### src/rtl/ifu_pkg.sv
// Shared constants and helpers for the instruction-fetch prefetch unit.
package ifu_pkg;

  localparam int INSMEMSTEP = 4;

  // Bits needed to hold any value in 0..max_val.
  function automatic int ctr_width(input int max_val);
    return (max_val < 1) ? 1 : $clog2(max_val + 1);
  endfunction

endpackage

### src/rtl/ifu_prefetch_if.sv
// Memory-side and decode-side handshake bundle of the fetch unit.
interface ifu_prefetch_if #(
  parameter int DATAWIDTH = 32
);
  logic                 IFU_Insmem_Read;
  logic [DATAWIDTH-1:0] IFU_Insmem_Addr_OutBUS;
  logic                 IFU_Insmem_Ready_In;
  logic [DATAWIDTH-1:0] IFU_Insmem_Readdata_InBUS;
  logic                 IFU_Insmem_Readdatavalid_In;
  logic                 IFU_Redirect_In;
  logic [DATAWIDTH-1:0] IFU_Redirect_Addr_InBUS;
  logic                 IFU_Ins_Valid_Out;
  logic                 IFU_Ins_Ready_In;
  logic [DATAWIDTH-1:0] IFU_Ins_OutBUS;
  logic [DATAWIDTH-1:0] IFU_Ins_Pc_OutBUS;

  modport master (
    output IFU_Insmem_Read, IFU_Insmem_Addr_OutBUS,
    input  IFU_Insmem_Ready_In, IFU_Insmem_Readdata_InBUS, IFU_Insmem_Readdatavalid_In,
    input  IFU_Redirect_In, IFU_Redirect_Addr_InBUS,
    output IFU_Ins_Valid_Out, IFU_Ins_OutBUS, IFU_Ins_Pc_OutBUS,
    input  IFU_Ins_Ready_In
  );

  modport slave (
    input  IFU_Insmem_Read, IFU_Insmem_Addr_OutBUS,
    output IFU_Insmem_Ready_In, IFU_Insmem_Readdata_InBUS, IFU_Insmem_Readdatavalid_In,
    output IFU_Redirect_In, IFU_Redirect_Addr_InBUS,
    input  IFU_Ins_Valid_Out, IFU_Ins_OutBUS, IFU_Ins_Pc_OutBUS,
    output IFU_Ins_Ready_In
  );
endinterface

### src/rtl/ifu_fifo.sv
// Synchronous prefetch FIFO; flush dominates push/pop, head comes straight from storage flops.
module ifu_fifo
  import ifu_pkg::*;
#(
  parameter int WIDTH = 64,
  parameter int DEPTH = 4
) (
  input  logic                          clk,
  input  logic                          srst,
  input  logic                          push,
  input  logic                          pop,
  input  logic                          flush,
  input  logic [WIDTH-1:0]              din,
  output logic [WIDTH-1:0]              head,
  output logic [ctr_width(DEPTH)-1:0]   count,
  output logic                          empty
);
  localparam int AW = (DEPTH > 1) ? $clog2(DEPTH) : 1;
  localparam int CW = ctr_width(DEPTH);

  logic [WIDTH-1:0] mem_reg [DEPTH];
  logic [AW-1:0]    wr_ptr_reg;
  logic [AW-1:0]    rd_ptr_reg;
  logic [CW-1:0]    count_reg;
  logic             do_push;
  logic             do_pop;

  assign empty   = (count_reg == '0);
  assign do_pop  = pop & ~empty;
  assign do_push = push & ((int'(count_reg) < DEPTH) | do_pop);

  always_ff @(posedge clk) begin
    if (srst || flush) begin
      wr_ptr_reg <= '0;
      rd_ptr_reg <= '0;
      count_reg  <= '0;
    end else begin
      if (do_push) wr_ptr_reg <= wr_ptr_reg + AW'(1);
      if (do_pop)  rd_ptr_reg <= rd_ptr_reg + AW'(1);
      count_reg <= count_reg + CW'(do_push) - CW'(do_pop);
    end
  end

  always_ff @(posedge clk) begin
    if (do_push) mem_reg[wr_ptr_reg] <= din;
  end

  assign head  = mem_reg[rd_ptr_reg];
  assign count = count_reg;
endmodule

### src/rtl/ifu_prefetch.sv
// Instruction fetch unit: credit-limited read issue, in-order response capture,
// prefetch buffer toward decode and redirect with discard of in-flight reads.
module ifu_prefetch
  import ifu_pkg::*;
#(
  parameter int                   DATAWIDTH       = 32,
  parameter int                   DEPTH           = 4,
  parameter int                   MAX_OUTSTANDING = 2,
  parameter logic [DATAWIDTH-1:0] RESET_PC        = '0
) (
  input  logic           IFU_Clk_in,
  input  logic           IFU_Reset_in,
  ifu_prefetch_if.master bus
);
  localparam int OW = ctr_width(MAX_OUTSTANDING);
  localparam int CW = ctr_width(DEPTH);

  typedef struct packed {
    logic [DATAWIDTH-1:0] ins;
    logic [DATAWIDTH-1:0] pc;
  } entry_t;

  logic [DATAWIDTH-1:0] fetch_pc_reg;
  logic [DATAWIDTH-1:0] resp_pc_reg;
  logic [DATAWIDTH-1:0] target;
  logic [OW-1:0]        outstanding_reg;
  logic [OW-1:0]        discard_reg;
  logic [CW-1:0]        count;
  logic                 empty;
  entry_t               push_entry;
  entry_t               head;
  logic                 read, accept, rdv, redirect, drop, push, pop, valid;
  logic                 unused_addr_bits;

  assign redirect         = bus.IFU_Redirect_In;
  assign rdv              = bus.IFU_Insmem_Readdatavalid_In;
  assign target           = {bus.IFU_Redirect_Addr_InBUS[DATAWIDTH-1:2], 2'b00};
  assign unused_addr_bits = ^bus.IFU_Redirect_Addr_InBUS[1:0];

  // Reserving a buffer slot per in-flight read means a response can always be stored.
  assign read   = ~IFU_Reset_in & ~redirect
                & (int'(outstanding_reg) < MAX_OUTSTANDING)
                & (int'(outstanding_reg) + int'(count) < DEPTH);
  assign accept = read & bus.IFU_Insmem_Ready_In;
  assign drop   = rdv & (discard_reg != '0);
  assign push   = rdv & ~drop & ~redirect;
  assign pop    = ~empty & bus.IFU_Ins_Ready_In & ~redirect;
  assign valid  = ~empty & ~IFU_Reset_in;

  assign push_entry = '{ins: bus.IFU_Insmem_Readdata_InBUS, pc: resp_pc_reg};

  ifu_fifo #(
    .WIDTH (2 * DATAWIDTH),
    .DEPTH (DEPTH)
  ) u_fifo (
    .clk   (IFU_Clk_in),
    .srst  (IFU_Reset_in),
    .push  (push),
    .pop   (pop),
    .flush (redirect),
    .din   (push_entry),
    .head  (head),
    .count (count),
    .empty (empty)
  );

  always_ff @(posedge IFU_Clk_in) begin
    if (IFU_Reset_in) begin
      fetch_pc_reg    <= RESET_PC;
      resp_pc_reg     <= RESET_PC;
      outstanding_reg <= '0;
      discard_reg     <= '0;
    end else if (redirect) begin
      // Every read still unanswered after this cycle belongs to the old path.
      fetch_pc_reg    <= target;
      resp_pc_reg     <= target;
      outstanding_reg <= outstanding_reg - OW'(rdv);
      discard_reg     <= outstanding_reg - OW'(rdv);
    end else begin
      if (accept) fetch_pc_reg <= fetch_pc_reg + DATAWIDTH'(INSMEMSTEP);
      outstanding_reg <= outstanding_reg + OW'(accept) - OW'(rdv);
      if (drop)      discard_reg <= discard_reg - OW'(1);
      else if (push) resp_pc_reg <= resp_pc_reg + DATAWIDTH'(INSMEMSTEP);
    end
  end

  always_ff @(posedge IFU_Clk_in) begin
    if (!IFU_Reset_in) begin
      assert (int'(outstanding_reg) + int'(count) <= DEPTH);
      assert (discard_reg <= outstanding_reg);
      assert (!(rdv && outstanding_reg == '0));
    end
  end

  assign bus.IFU_Insmem_Read        = read;
  assign bus.IFU_Insmem_Addr_OutBUS = IFU_Reset_in ? RESET_PC : fetch_pc_reg;
  assign bus.IFU_Ins_Valid_Out      = valid;
  assign bus.IFU_Ins_OutBUS         = valid ? head.ins : '0;
  assign bus.IFU_Ins_Pc_OutBUS      = valid ? head.pc  : '0;
endmodule

### src/flat_wrapper.sv
// flat-port wrapper written by rule: the top's interface ports become plain ports
module ifu_prefetch_flat import ifu_pkg::*;
#(
  parameter int                   DATAWIDTH       = 32,
  parameter int                   DEPTH           = 4,
  parameter int                   MAX_OUTSTANDING = 2,
  parameter logic [DATAWIDTH-1:0] RESET_PC        = '0
)
  (IFU_Clk_in, IFU_Reset_in, bus_IFU_Insmem_Read, bus_IFU_Insmem_Addr_OutBUS, bus_IFU_Insmem_Ready_In, bus_IFU_Insmem_Readdata_InBUS, bus_IFU_Insmem_Readdatavalid_In, bus_IFU_Redirect_In, bus_IFU_Redirect_Addr_InBUS, bus_IFU_Ins_Valid_Out, bus_IFU_Ins_OutBUS, bus_IFU_Ins_Pc_OutBUS, bus_IFU_Ins_Ready_In);
  ifu_prefetch_if #(.DATAWIDTH(DATAWIDTH)) bus_i ();
  input  logic IFU_Clk_in;
  input  logic IFU_Reset_in;
  output wire logic [$bits(bus_i.IFU_Insmem_Read)-1:0] bus_IFU_Insmem_Read;
  output wire logic [$bits(bus_i.IFU_Insmem_Addr_OutBUS)-1:0] bus_IFU_Insmem_Addr_OutBUS;
  input wire logic [$bits(bus_i.IFU_Insmem_Ready_In)-1:0] bus_IFU_Insmem_Ready_In;
  input wire logic [$bits(bus_i.IFU_Insmem_Readdata_InBUS)-1:0] bus_IFU_Insmem_Readdata_InBUS;
  input wire logic [$bits(bus_i.IFU_Insmem_Readdatavalid_In)-1:0] bus_IFU_Insmem_Readdatavalid_In;
  input wire logic [$bits(bus_i.IFU_Redirect_In)-1:0] bus_IFU_Redirect_In;
  input wire logic [$bits(bus_i.IFU_Redirect_Addr_InBUS)-1:0] bus_IFU_Redirect_Addr_InBUS;
  output wire logic [$bits(bus_i.IFU_Ins_Valid_Out)-1:0] bus_IFU_Ins_Valid_Out;
  output wire logic [$bits(bus_i.IFU_Ins_OutBUS)-1:0] bus_IFU_Ins_OutBUS;
  output wire logic [$bits(bus_i.IFU_Ins_Pc_OutBUS)-1:0] bus_IFU_Ins_Pc_OutBUS;
  input wire logic [$bits(bus_i.IFU_Ins_Ready_In)-1:0] bus_IFU_Ins_Ready_In;
  assign bus_IFU_Insmem_Read = bus_i.IFU_Insmem_Read;
  assign bus_IFU_Insmem_Addr_OutBUS = bus_i.IFU_Insmem_Addr_OutBUS;
  assign bus_i.IFU_Insmem_Ready_In = bus_IFU_Insmem_Ready_In;
  assign bus_i.IFU_Insmem_Readdata_InBUS = bus_IFU_Insmem_Readdata_InBUS;
  assign bus_i.IFU_Insmem_Readdatavalid_In = bus_IFU_Insmem_Readdatavalid_In;
  assign bus_i.IFU_Redirect_In = bus_IFU_Redirect_In;
  assign bus_i.IFU_Redirect_Addr_InBUS = bus_IFU_Redirect_Addr_InBUS;
  assign bus_IFU_Ins_Valid_Out = bus_i.IFU_Ins_Valid_Out;
  assign bus_IFU_Ins_OutBUS = bus_i.IFU_Ins_OutBUS;
  assign bus_IFU_Ins_Pc_OutBUS = bus_i.IFU_Ins_Pc_OutBUS;
  assign bus_i.IFU_Ins_Ready_In = bus_IFU_Ins_Ready_In;
  ifu_prefetch #(.DATAWIDTH(DATAWIDTH), .DEPTH(DEPTH), .MAX_OUTSTANDING(MAX_OUTSTANDING), .RESET_PC(RESET_PC)) u_core (.IFU_Clk_in(IFU_Clk_in), .IFU_Reset_in(IFU_Reset_in), .bus(bus_i));
endmodule
### config.mk
export PLATFORM = sky130hd
export DESIGN_NAME = ifu_prefetch_flat
export DESIGN_NICKNAME = d
export VERILOG_FILES = /design/src/rtl/ifu_pkg.sv /design/src/rtl/ifu_prefetch_if.sv /design/src/rtl/ifu_fifo.sv /design/src/rtl/ifu_prefetch.sv /design/src/flat_wrapper.sv
export SDC_FILE = /design/constraint.sdc
export NUM_CORES = 1
export LEC_CHECK = 0
export ABC_CLOCK_PERIOD_IN_PS = 9170
export BUFFER_PORTS_ARGS = -buffer_cell sky130_fd_sc_hd__buf_4
export CAP_MARGIN = 5
export CORE_ASPECT_RATIO = 0.6
export CORE_UTILIZATION = 55
export CTS_BUF_LIST = sky130_fd_sc_hd__clkbuf_2 sky130_fd_sc_hd__clkbuf_4 sky130_fd_sc_hd__clkbuf_8
export DETAILED_ROUTE_END_ITERATION = 8
export PLACE_DENSITY_LB_ADDON = 0.08
export SKIP_LAST_GASP = 1
export SLEW_MARGIN = 0
export SYNTH_ARGS = -nofsm -noshare
export SYNTH_HDL_FRONTEND = slang
export SYNTH_SLANG_ARGS = --single-unit
### constraint.sdc
create_clock -name IFU_Clk_in -period 9.17 [get_ports IFU_Clk_in]
set_clock_uncertainty 0.05 [all_clocks]
set_input_delay 0 -clock IFU_Clk_in [delete_from_list [all_inputs] [get_ports IFU_Clk_in]]
set_output_delay 0 -clock IFU_Clk_in [all_outputs]
set_load 0.01 [all_outputs]
==> impl_metrics.py <==
metrics = {
    "outcome": {
        "outcome": "finished clean",
    },
    "route": {
        "totalWireLength_mm": 29.57,
        "drc_errors": 0,
        "wl_per_cell_um": 19.38,
        "via_count": 8584,
        "ant_nets": 0,
        "first_iter_violations": 792,
        "detailed_route_vias_per_instance": 5.625,
        "dr.pass1.iters": 5,
    },
    "place": {
        "gp_congestion": 0.8629,
        "dp.final_hpwl_mm": 17.18,
        "io_buffer_count": 161,
        "placement_cell_area_um2": 15000,
    },
    "logic_synthesis": {
        "dominant_combinational_cell_family_by_area_after_synthesis": "simple AND/OR/NAND/NOR gates",
        "syn_inst": 922,
        "post_synth_num_cell_types": 53,
        "synth_simple_gate_area_share": 0.1170,
        "compound_gate_portion_of_the_synthesized_area": 0.05015,
        "postSynthRegisterBits": 321,
        "post_synth_mux_area_share": 0.1079,
        "synth.yosys.seq_area_share": 0.6588,
        "number_of_enable_flip_flop_cells_after_synthesis": 248,
        "postSynth.topFlopCell": "edfxtp_1",
        "synth_xor_area_frac": 0.02785,
        "synthAdderAreaFrac": 0.01258,
        "ys_warn_count": 0,
        "postSynthAreaPerCell_um2": 14.67,
        "mappedNetlistArea_um2": 13520,
        "async_flop_share": 0,
    },
    "finish": {
        "share_of_cells_above_drive_strength_1": 0.2616,
        "fillerInstances": 1735,
        "largest_reg_flops": 248,
        "area_growth_syn_to_layout_pct": 23.08,
        "antenna-diode-count": 0,
        "mostFrequentLayoutCell": "edfxtp_1",
        "most-common-layout-cells": "248 x edfxtp_1, 171 x buf_4, 79 x dlygate4sd3_1",
        "multi_input_comb_area_um2": 4294,
        "final_design_area_no_fill_um2": 16640,
        "ff_latch_area_um2": 8914,
        "count_of_nets_after_finishing": 1250,
    },
    "cts": {
        "clock_sinks": 321,
        "htreeDepth": 2,
        "ctsLongestPathBuffers": 3,
        "cts-root-buf": "clkbuf_8",
        "worst_skew_pair.late_latency_ps": 560,
        "path_clk_slew_ps": 70,
        "cts_made_buffers": 46,
        "tritoncts_clock_tree": "done",
        "cts.repair_timing.setup_buffer_count": 0,
    },
    "sta": {
        "timing.fmax_mhz": 308.7,
        "finalSetupTns_ps": 0,
        "timing.slew.headroom": 0.2891,
        "worst_slew_pin_slew_ps": 1062,
        "final_max_slew_viol_count": 0,
        "unrepaired_setup_endpoints_after_global_routing": "false",
        "setup_viol_count_final": 0,
        "finalWorstPathRequiredPeriod_ps": 3239,
        "final_min_period_over_clock_period": 0.3533,
        "hold_violations": 0,
        "holdWs_ps": 151.2,
    },
    "worst_setup_path": {
        "timing.critical_path.arrival_ps": 3700,
        "critPathCaptureType": "register",
        "worstSetupStartpointType": "register",
        "data_required_time_of_the_critical_path_ps": 9630,
        "worst-path-max-fanout": 22,
        "path_class": "register to register",
    },
    "global_route": {
        "grt.met3_usage": 0.04507,
        "globalRoute.totalOverflow": 0,
        "grt_most_used_layer": "met2",
        "antenna_violations_before_repair": 0,
        "globalRouteTotalUtil": 0.2381,
        "first_global_vias": 8338,
        "grt_first_pass_wirelength_mm": 45.70,
        "grt.met1_usage": 0.3531,
        "met2_resource_use_gr": 0.3633,
        "grt_max_degree": 75,
    },
    "power": {
        "cellLeakagePower_uw": 0.005843,
        "pnr_total_power_uw": 2908,
        "maximum_vdd_drop_v": 0.0001323,
        "power_density_nw_per_um2": 174.7,
    },
    "die": {
        "num_io_pins": 168,
        "rows": 44,
        "initial_utilization": 0.5595,
        "die-area_um2": 25240,
        "die_width_um": 204.4,
        "core_um2": 24170,
        "chipHeight_um": 123.5,
    },
    "run": {
        "maxCapViolCount": 0,
    },
    "hold_path": {
        "hp-class": "input port to register",
    },
}
[stage by stage]
step	utilization	worst slack (ps)	std cells
3_3_place_gp	0.6206	6343	1362
5_1_grt	0.6887	5752	1526
3_5_place_dp	0.6206	6281	1362
4_1_cts	0.6887	6014	1526
2_1_floorplan	-	6031	925
6_report	0.6887	5931	1526
[synthesized netlist by cell type (19+ instances only)]
master / count / area share
clkbuf_1: 34 / 0.0094
nand3_1: 20 / 0.0074
a31oi_1: 19 / 0.0088
xnor2_1: 32 / 0.021
nor2b_1: 29 / 0.013
nor2_1: 48 / 0.013
dfxtp_1: 73 / 0.11
a21oi_1: 25 / 0.0093
and2_1: 70 / 0.032
mux4_2: 62 / 0.10
inv_1: 27 / 0.0075
nand2_1: 48 / 0.013
nand4_1: 20 / 0.0093
edfxtp_1: 248 / 0.55
[logic make-up after synthesis]
| group | after synthesis |
|---|---|
| and+or+nand+nor | 287 |
| adders and majority gates | 13 |
| buffers and inverters | 84 |
| muxes | 68 |
| AOI/OAI and AO/OA | 105 |
| xor gates and xnor gates | 43 |
| DFF | 321 |
| other | 1 |
[what timing repair did]
item,CTS,global route
endpoints found under the hold margin,197,0
gates resized for setup,0,0
hold buffers,79,0
[power breakdown]
| part | total, uW | internal [uW] | switching (uW) |
|---|---|---|---|
| Combinational | 208 | 108 | 99.4 |
| Sequential | 1640 | 1610 | 36.8 |
| Clock | 1060 | 538 | 517 |
[worst max-delay path, stage by stage, from the launching register on]
cell	delay [ps]
dfxtp_1	360
ha_1	290
a31oi_1	100
nand3_1	100
buf_4	280
inv_2	260
nor2_1	870
a221oi_1	170
nor2_1	150
dlygate4sd3_1	560
[routing by layer]
metal,vias to the layer above,wire length [um]
met2,300,13650
met3,44,1917
met4,0,442
li1,3976,-
met5,-,0
met1,4264,13560
[final timing paths]
check                                                start                                        to  slack (ps)  depth (start not counted)
hold / removal            bus_IFU_Insmem_Readdata_InBUS[9]    u_core.u_fifo.mem_reg[1][41]$_DFFE_PP_         150                          2
setup / recovery         u_core.u_fifo.count[1]$_SDFF_PP0_       u_core.fetch_pc_reg[2]$_SDFFE_PP0P_        5930                          9
setup reg to reg         u_core.u_fifo.count[1]$_SDFF_PP0_       u_core.fetch_pc_reg[2]$_SDFFE_PP0P_        5930                          9
hold reg to reg   u_core.u_fifo.rd_ptr_reg[1]$_SDFFE_PP0P_  u_core.u_fifo.rd_ptr_reg[1]$_SDFFE_PP0P_         480                          2
[area by class of cell]
cell class / count / share of cell area
repair buffers: 250 / 0.1246
inverters: 28 / 0.006314
flip-flops and latches: 321 / 0.5355
clock buffers: 62 / 0.04563
clock inverters: 23 / 0.005713
multi-input cells: 520 / 0.2580
well taps: 322 / 0.02421
Note: power is estimated with default switching activity, not from simulation.
